==> src/rtl/rs_encoder.sv <==
// Systematic RS encoder over GF(2^8), run-time field and generator.
// Optional RS_ENCODER_LEN_CHECK_EN enables the message length guard.
module rs_encoder #(
  parameter int NSYM = 32
) (
  input  logic              clk,
  input  logic              rst,
  input  logic [7:0]        prim_poly,
  input  logic [8*NSYM-1:0] gen_poly_flat,
  input  logic [7:0]        in_data,
  input  logic              in_valid,
  input  logic              in_last,
  output logic              in_ready,
  output logic [7:0]        out_data,
  output logic              out_valid,
  input  logic              out_ready,
  output logic              out_parity,
  output logic              out_last,
  output logic              len_err
);

  localparam int CW = $clog2(NSYM + 1);

  typedef enum logic {MSG, PAR} state_t;

  function automatic logic [7:0] gf_mul(
    input logic [7:0] a,
    input logic [7:0] b,
    input logic [7:0] p
  );
    logic [7:0] acc;
    logic [7:0] x;
    acc = 8'h00;
    x   = a;
    for (int k = 0; k < 8; k++) begin
      if (b[k]) acc = acc ^ x;
      x = x[7] ? ((x << 1) ^ p) : (x << 1);
    end
    return acc;
  endfunction

  state_t          state, state_n;
  logic [7:0]      r [NSYM];
  logic [7:0]      prod [NSYM];
  logic [7:0]      fb;
  logic [CW-1:0]   cnt;
  logic            adv;
  logic            accept;
  logic            is_last;

  assign adv    = !out_valid || out_ready;
  assign accept = in_valid && in_ready;
  assign fb     = in_data ^ r[NSYM-1];

  for (genvar i = 0; i < NSYM; i++) begin : g_mul
    assign prod[i] = gf_mul(fb, gen_poly_flat[8*i +: 8], prim_poly);
  end

`ifdef RS_ENCODER_LEN_CHECK_EN
  localparam logic [7:0] LIMIT = 8'(255 - NSYM);
  logic [7:0] msg_cnt;
  logic       force_last;
  logic       len_err_q;

  assign force_last = accept && !in_last &&
                      (msg_cnt + 8'd1 == LIMIT);
  assign is_last    = in_last || force_last;
  assign len_err    = len_err_q;

  always_ff @(posedge clk or posedge rst) begin
    if (rst) begin
      msg_cnt   <= 8'd0;
      len_err_q <= 1'b0;
    end else if (accept) begin
      msg_cnt <= is_last ? 8'd0 : msg_cnt + 8'd1;
      if (force_last)
        len_err_q <= 1'b1;
      else if (msg_cnt == 8'd0)
        len_err_q <= 1'b0;
    end
  end
`else
  assign is_last = in_last;
  assign len_err = 1'b0;
`endif

  always_ff @(posedge clk or posedge rst) begin
    if (rst) state <= MSG;
    else     state <= state_n;
  end

  always_comb begin
    state_n = state;
    unique case (state)
      MSG: if (accept && is_last) state_n = PAR;
      PAR: if (adv && cnt == CW'(1)) state_n = MSG;
      default: state_n = MSG;
    endcase
  end

  always_comb begin
    in_ready = (state == MSG) && adv;
  end

  // Datapath: output register, LFSR remainder and parity countdown.
  always_ff @(posedge clk or posedge rst) begin
    if (rst) begin
      out_data   <= 8'h00;
      out_valid  <= 1'b0;
      out_parity <= 1'b0;
      out_last   <= 1'b0;
      cnt        <= '0;
      for (int i = 0; i < NSYM; i++) r[i] <= 8'h00;
    end else if (state == MSG) begin
      if (accept) begin
        out_data   <= in_data;
        out_valid  <= 1'b1;
        out_parity <= 1'b0;
        out_last   <= 1'b0;
        r[0]       <= prod[0];
        for (int i = 1; i < NSYM; i++)
          r[i] <= r[i-1] ^ prod[i];
        if (is_last) cnt <= CW'(NSYM);
      end else if (adv) begin
        out_valid <= 1'b0;
      end
    end else if (adv) begin
      out_data   <= r[NSYM-1];
      out_valid  <= 1'b1;
      out_parity <= 1'b1;
      out_last   <= (cnt == CW'(1));
      r[0]       <= 8'h00;
      for (int i = 1; i < NSYM; i++)
        r[i] <= r[i-1];
      cnt <= cnt - CW'(1);
    end
  end

endmodule

==> config.mk <==
export PLATFORM = sky130hd
export DESIGN_NAME = rs_encoder
export DESIGN_NICKNAME = d
export VERILOG_FILES = /design/src/rtl/rs_encoder.sv
export SDC_FILE = /design/constraint.sdc
export NUM_CORES = 2
export LEC_CHECK = 0
export ABC_AREA = 1
export ABC_CLOCK_PERIOD_IN_PS = 15000
export CAP_MARGIN = 0
export CORE_UTILIZATION = 40
export DETAILED_ROUTE_END_ITERATION = 6
export HOLD_SLACK_MARGIN = 0.12
export SETUP_SLACK_MARGIN = 0.1
export SLEW_MARGIN = 20
export SYNTH_ARGS = -nofsm -noshare
export SYNTH_HDL_FRONTEND = slang
export SYNTH_SLANG_ARGS = --single-unit
==> constraint.sdc <==
create_clock -name clk -period 15 [get_ports clk]
set_clock_uncertainty 0.15 [all_clocks]
set_input_delay 3 -clock clk [delete_from_list [all_inputs] [get_ports clk]]
set_output_delay 3 -clock clk [all_outputs]
set_load 0.1 [all_outputs]
# == Word level (Yosys, flattened, before mapping) ==
# Index checks and enable logic that the tools add are counted.
# totals
ff_bits,274
inputBits,277
out_inout_bits,13
wordCells,601
# op_classes
n_addsub,1
eq_ne,2
muxes,284
bitwise,264
n_reduce_logical,12
# op_table
operator,n
$mux W8,266
$xor A8 B8 Y8,263
$mux W256,3
$mux W6,4
$mux W1,10
$eq A6 B1 Y1 const B,1
$reduce_bool A2 Y1,3
$sub A6 B1 Y6 const B,1
$logic_and A1 B1 Y1,4
$reduce_and A2 Y1,2
$reduce_and A3 Y1,1
$ne A2 B1 Y1 const B,1
$pmux W1 S2,1
$logic_not A1 Y1,1
$logic_or A1 B1 Y1,1
$not A1 Y1,1

# == Logic depth before layout (Yosys ltp) ==
# depth
ltp_word,20
depth_mapped,33
depth_no_buf,31

# == Least setup slack after synthesis ==
# No wires, ideal clock.
# synth_timing
path_kind,input to output
startpoint,input port out_ready
endpoint,output port in_ready
arrival_ns,4.308
required_time_ns,11.850
path_slack_ns,7.542
path_stages,2
path_buffers,0
path_cell_list,nor2_1 nor2_1
# synth_via
elab_chain_cells,2
# synth_rtl
item,line,rtl
"start, declared",16,"input logic out_ready,"
$logic_or A1 B1 Y1,51,assign adv = !out_valid || out_ready;
$logic_and A1 B1 Y1,102,in_ready = (state == MSG) && adv;
"end, declared",13,"output logic in_ready,"
# No other way between the ends.

# == Final worst setup path ==
# layout_timing
startpoint,input port in_data[5]
endpoint,register r[46] (netlist name)
# layout_via
elab_chain_cells,20
word_cells_on_any_way,31
cone_classes,mux: 16; bitwise: 15
# layout_rtl
item,line,rtl
"start, declared",10,"input logic [7:0] in_data,"
$xor A8 B8 Y8 (*),53,assign fb = in_data ^ r[NSYM-1];
$xor A8 B8 Y8,37,x = x[7] ? ((x << 1) ^ p) : (x << 1);
$mux W8 (*),37,
$xor A8 B8 Y8,36,if (b[k]) acc = acc ^ x;
$mux W8,36,
$xor A8 B8 Y8,36,
$mux W8,36,
$xor A8 B8 Y8,36,
(+4 left out),-,
$mux W8,36,
$xor A8 B8 Y8,36,
$mux W8,36,
$xor A8 B8 Y8,36,
$mux W8 (*),36,
$xor A8 B8 Y8 (*),122,r[i] <= r[i-1] ^ prod[i];
$mux W256 (*),115,if (accept) begin
$mux W256 (*),114,end else if (state == MSG) begin
"end signal, assigned by index",122,
"end signal, assigned by index",134,r[i] <= r[i-1];
"end, declared",43,logic [7:0] r [NSYM];
# Mark *: on every way between the ends. The rest lies on a longest branch, timed or not. The select of a mux whose other input is x is not followed.
# A chain may end at the register's enable or synchronous reset.

==> flow_summary.toml <==
[hold_path]
whs_path_depth = 2
hold_path_class = "register to register"

[clock_network]
numCtsBuffers = 42
cts_tree = "built"
cts.htree.levels = 2
cts_sinks = 274
cts.path.max_buffers = 3
clockRootBuffer = "clkbuf_16"
path_clk_slew_ns = 0.06
post_cts_buffers = 0
clk_latency_ns = 0.64
ctsHoldBuffers = 0
cts_resized = 0

[routing]
viasPerCell = 5.814
drt_pass1_iterations = 7
drt.antenna.violating_nets = 0
vias = 63012
routedWlPerCell_um = 24.91
drt_iter0_drc = 10013
drc = 0
routed_wl_mm = 270.0

[global_routing]
use_met1_pct = 62.02
grt_max_degree = 177
grt_pass1_wl_mm = 383.0
grt.met2_usage_pct = 54.41
antenna_found_initial = 12
gr-total-overflow = 0
busiest_layer = "met1"
grt_usage_pct = 41.00
grt_pass1_vias = 52688
use_met3_pct = 12.59

[cells_and_area]
area_growth_pct = 8.649
mostFrequentLayoutCells = "3,766 x nand2_1, 1,510 x nand3_1, 828 x inv_1, 546 x nand4_1, 455 x xor2_1"
finalNetCount = 9442
layout_commonest_cell = "nand2_1"
fillers = 13433
drive_gt1_share_pct = 3.329
design_area_sq_mm = 0.05462

[timing]
drv_slew = 0
hold_viol_final = 0
slew_headroom_pct = 20.95
rsz0062_at_grt = "false"
min_period_ns = 12.04
setup_viol = 0
finalCritPeriodShare_pct = 80.26
tightest_slew_ns = 1.182
fmaxAchievable_mhz = 83.06
setup_tns_ns = 0

[critical_path]
worst-r2r-cell-count = 28
crit_end = "r[46]$_DFFE_PP0P_"
cp.required_ns = 15.35
cp_common_cell = "nand2_1"
cpPeakStageDelay_ns = 0.77
crit_type = "input port to register"
critPathLaunch = "in_data[5]"
cp.arrival_ns = 12.39
rr_startpoint = "r[7]$_DFFE_PP0P_"
crit_slowest_cell = "inv_1"
crit_path_end_kind = "register"
crit_path_max_fanout = 78
crit_path_start_kind = "input port"
rr_endpoint = "r[46]$_DFFE_PP0P_"
reg2reg_slack_ns = 5.31

[floorplan]
io_pins = 290
core_sq_mm = 0.1241
dieArea_sq_mm = 0.1271
rows = 129
die_y_um = 356.5
die_w_um = 356.5
start_util_pct = 40.50

[logic_synthesis]
ys_warn_count = 0
syn_nets = 9659
ys_types = 40
ys_seq_area_share_pct = 13.64
avgSynthCellArea_sq_um = 5.359
syn_area_sq_mm = 0.05027
syn_inst = 9380
ys_ff_latch = 274

[place]
placed_area_sq_mm = 0.05318
dp_hpwl_mm = 200.7
io_buffer_count = 288
place_congestion = 1.005

[status]
status = "finished clean"

[run]
cap_violations = 0
cells by family (layout without fill, tap and decap cells):
| logic type | Yosys count | in the layout | synth area share (%) |
|---|---|---|---|
| DFF | 274 | 274 | 13.64 |
| and+or+nand+nor | 6374 | 6374 | 55.00 |
| xor gates and xnor gates | 829 | 829 | 14.46 |
| AOI/OAI and AO/OA | 385 | 385 | 4.692 |
| other | 1 | 9 | 0.007460 |
| adders and majority gates | 2 | 2 | 0.04977 |
| buffers and inverters | 1515 | 1328 | 12.15 |
worst min path at each step:
stage                                start                      to  slack, ns
finish              out_parity$_DFFE_PP0P_  out_parity$_DFFE_PP0P_       0.33
global route            r[125]$_DFFE_PP0P_      r[125]$_DFFE_PP0P_       0.36
CTS                     r[125]$_DFFE_PP0P_      r[125]$_DFFE_PP0P_       0.33
detailed placement      r[125]$_DFFE_PP0P_      r[125]$_DFFE_PP0P_       0.32
global placement    out_parity$_DFFE_PP0P_  out_parity$_DFFE_PP0P_       0.31
floorplan               r[125]$_DFFE_PP0P_      r[125]$_DFFE_PP0P_       0.30
worst max-delay path: cells and delay by family:
family / cells / cell delay, ns
simple gates: 22 / 6.04
buf+inv: 8 / 3.21
per-layer routing:
layer  up-vias  wire (um)
met5         -         63
met4        10       8441
met3       388      40970
met2      4119     101800
met1     29046     118800
li1      29449          -
synthesized netlist by cell type (all sizes together):
library cell  instances  share of area [%]
conb                  1             0.0075
nand3              1522                 15
xnor2               372                6.5
o21ai               206                2.1
clkbuf              391                2.9
a31oi                 8               0.10
nor4                  1              0.012
o21bai              134                2.0
nor2                434                3.3
dfrtp               274                 14
o22ai                11               0.14
nand3b               47               0.70
a21o                  5              0.075
buf                 250                2.7
inv                 873                6.5
o211ai                3              0.045
xor2                457                8.0
and2                  1              0.012
nand4               546                6.8
nand2              3817                 29
or2                   4              0.050
ha                    2              0.050
nor3                  2              0.020
a21oi                18               0.18
clkinv                1             0.0075
layout make-up:
type                            instances  area (sq um)  share of cell area, %
Clock inverter                         16         187.7                 0.3436
Timing Repair Buffer                  380          3598                  6.588
Antenna cell                            8         20.02                0.03665
Clock buffer                           58          1232                  2.256
Inverter                              874          3306                  6.052
Tap cell                             1637          2048                  3.750
Sequential cell                       274          6857                  12.55
Multi-Input combinational cell       7591         37370                  68.42
flip-flops by register name, summed over array words and instances (netlist names):
name and count:
state 1, out_data 8, out_valid 1, r 256
out_last 1, cnt 6, out_parity 1
stage by stage:
| step | setup slack (ns) | instances | hold slack, ns | util (%) |
|---|---|---|---|---|
| detailed placement | 2.639 | 10756 | 0.3162 | 42.84 |
| floorplan | 4.298 | 9380 | 0.2991 | - |
| global route | 2.547 | 10835 | 0.3564 | 44.00 |
| finish | 2.961 | 10838 | 0.3300 | 44.00 |
| CTS | 3.252 | 10830 | 0.3324 | 43.99 |
| global placement | 2.910 | 10756 | 0.3075 | 42.84 |
Power is not shown: default switching activity piles up to over one toggle a cycle in this logic, so the estimate is an artifact.
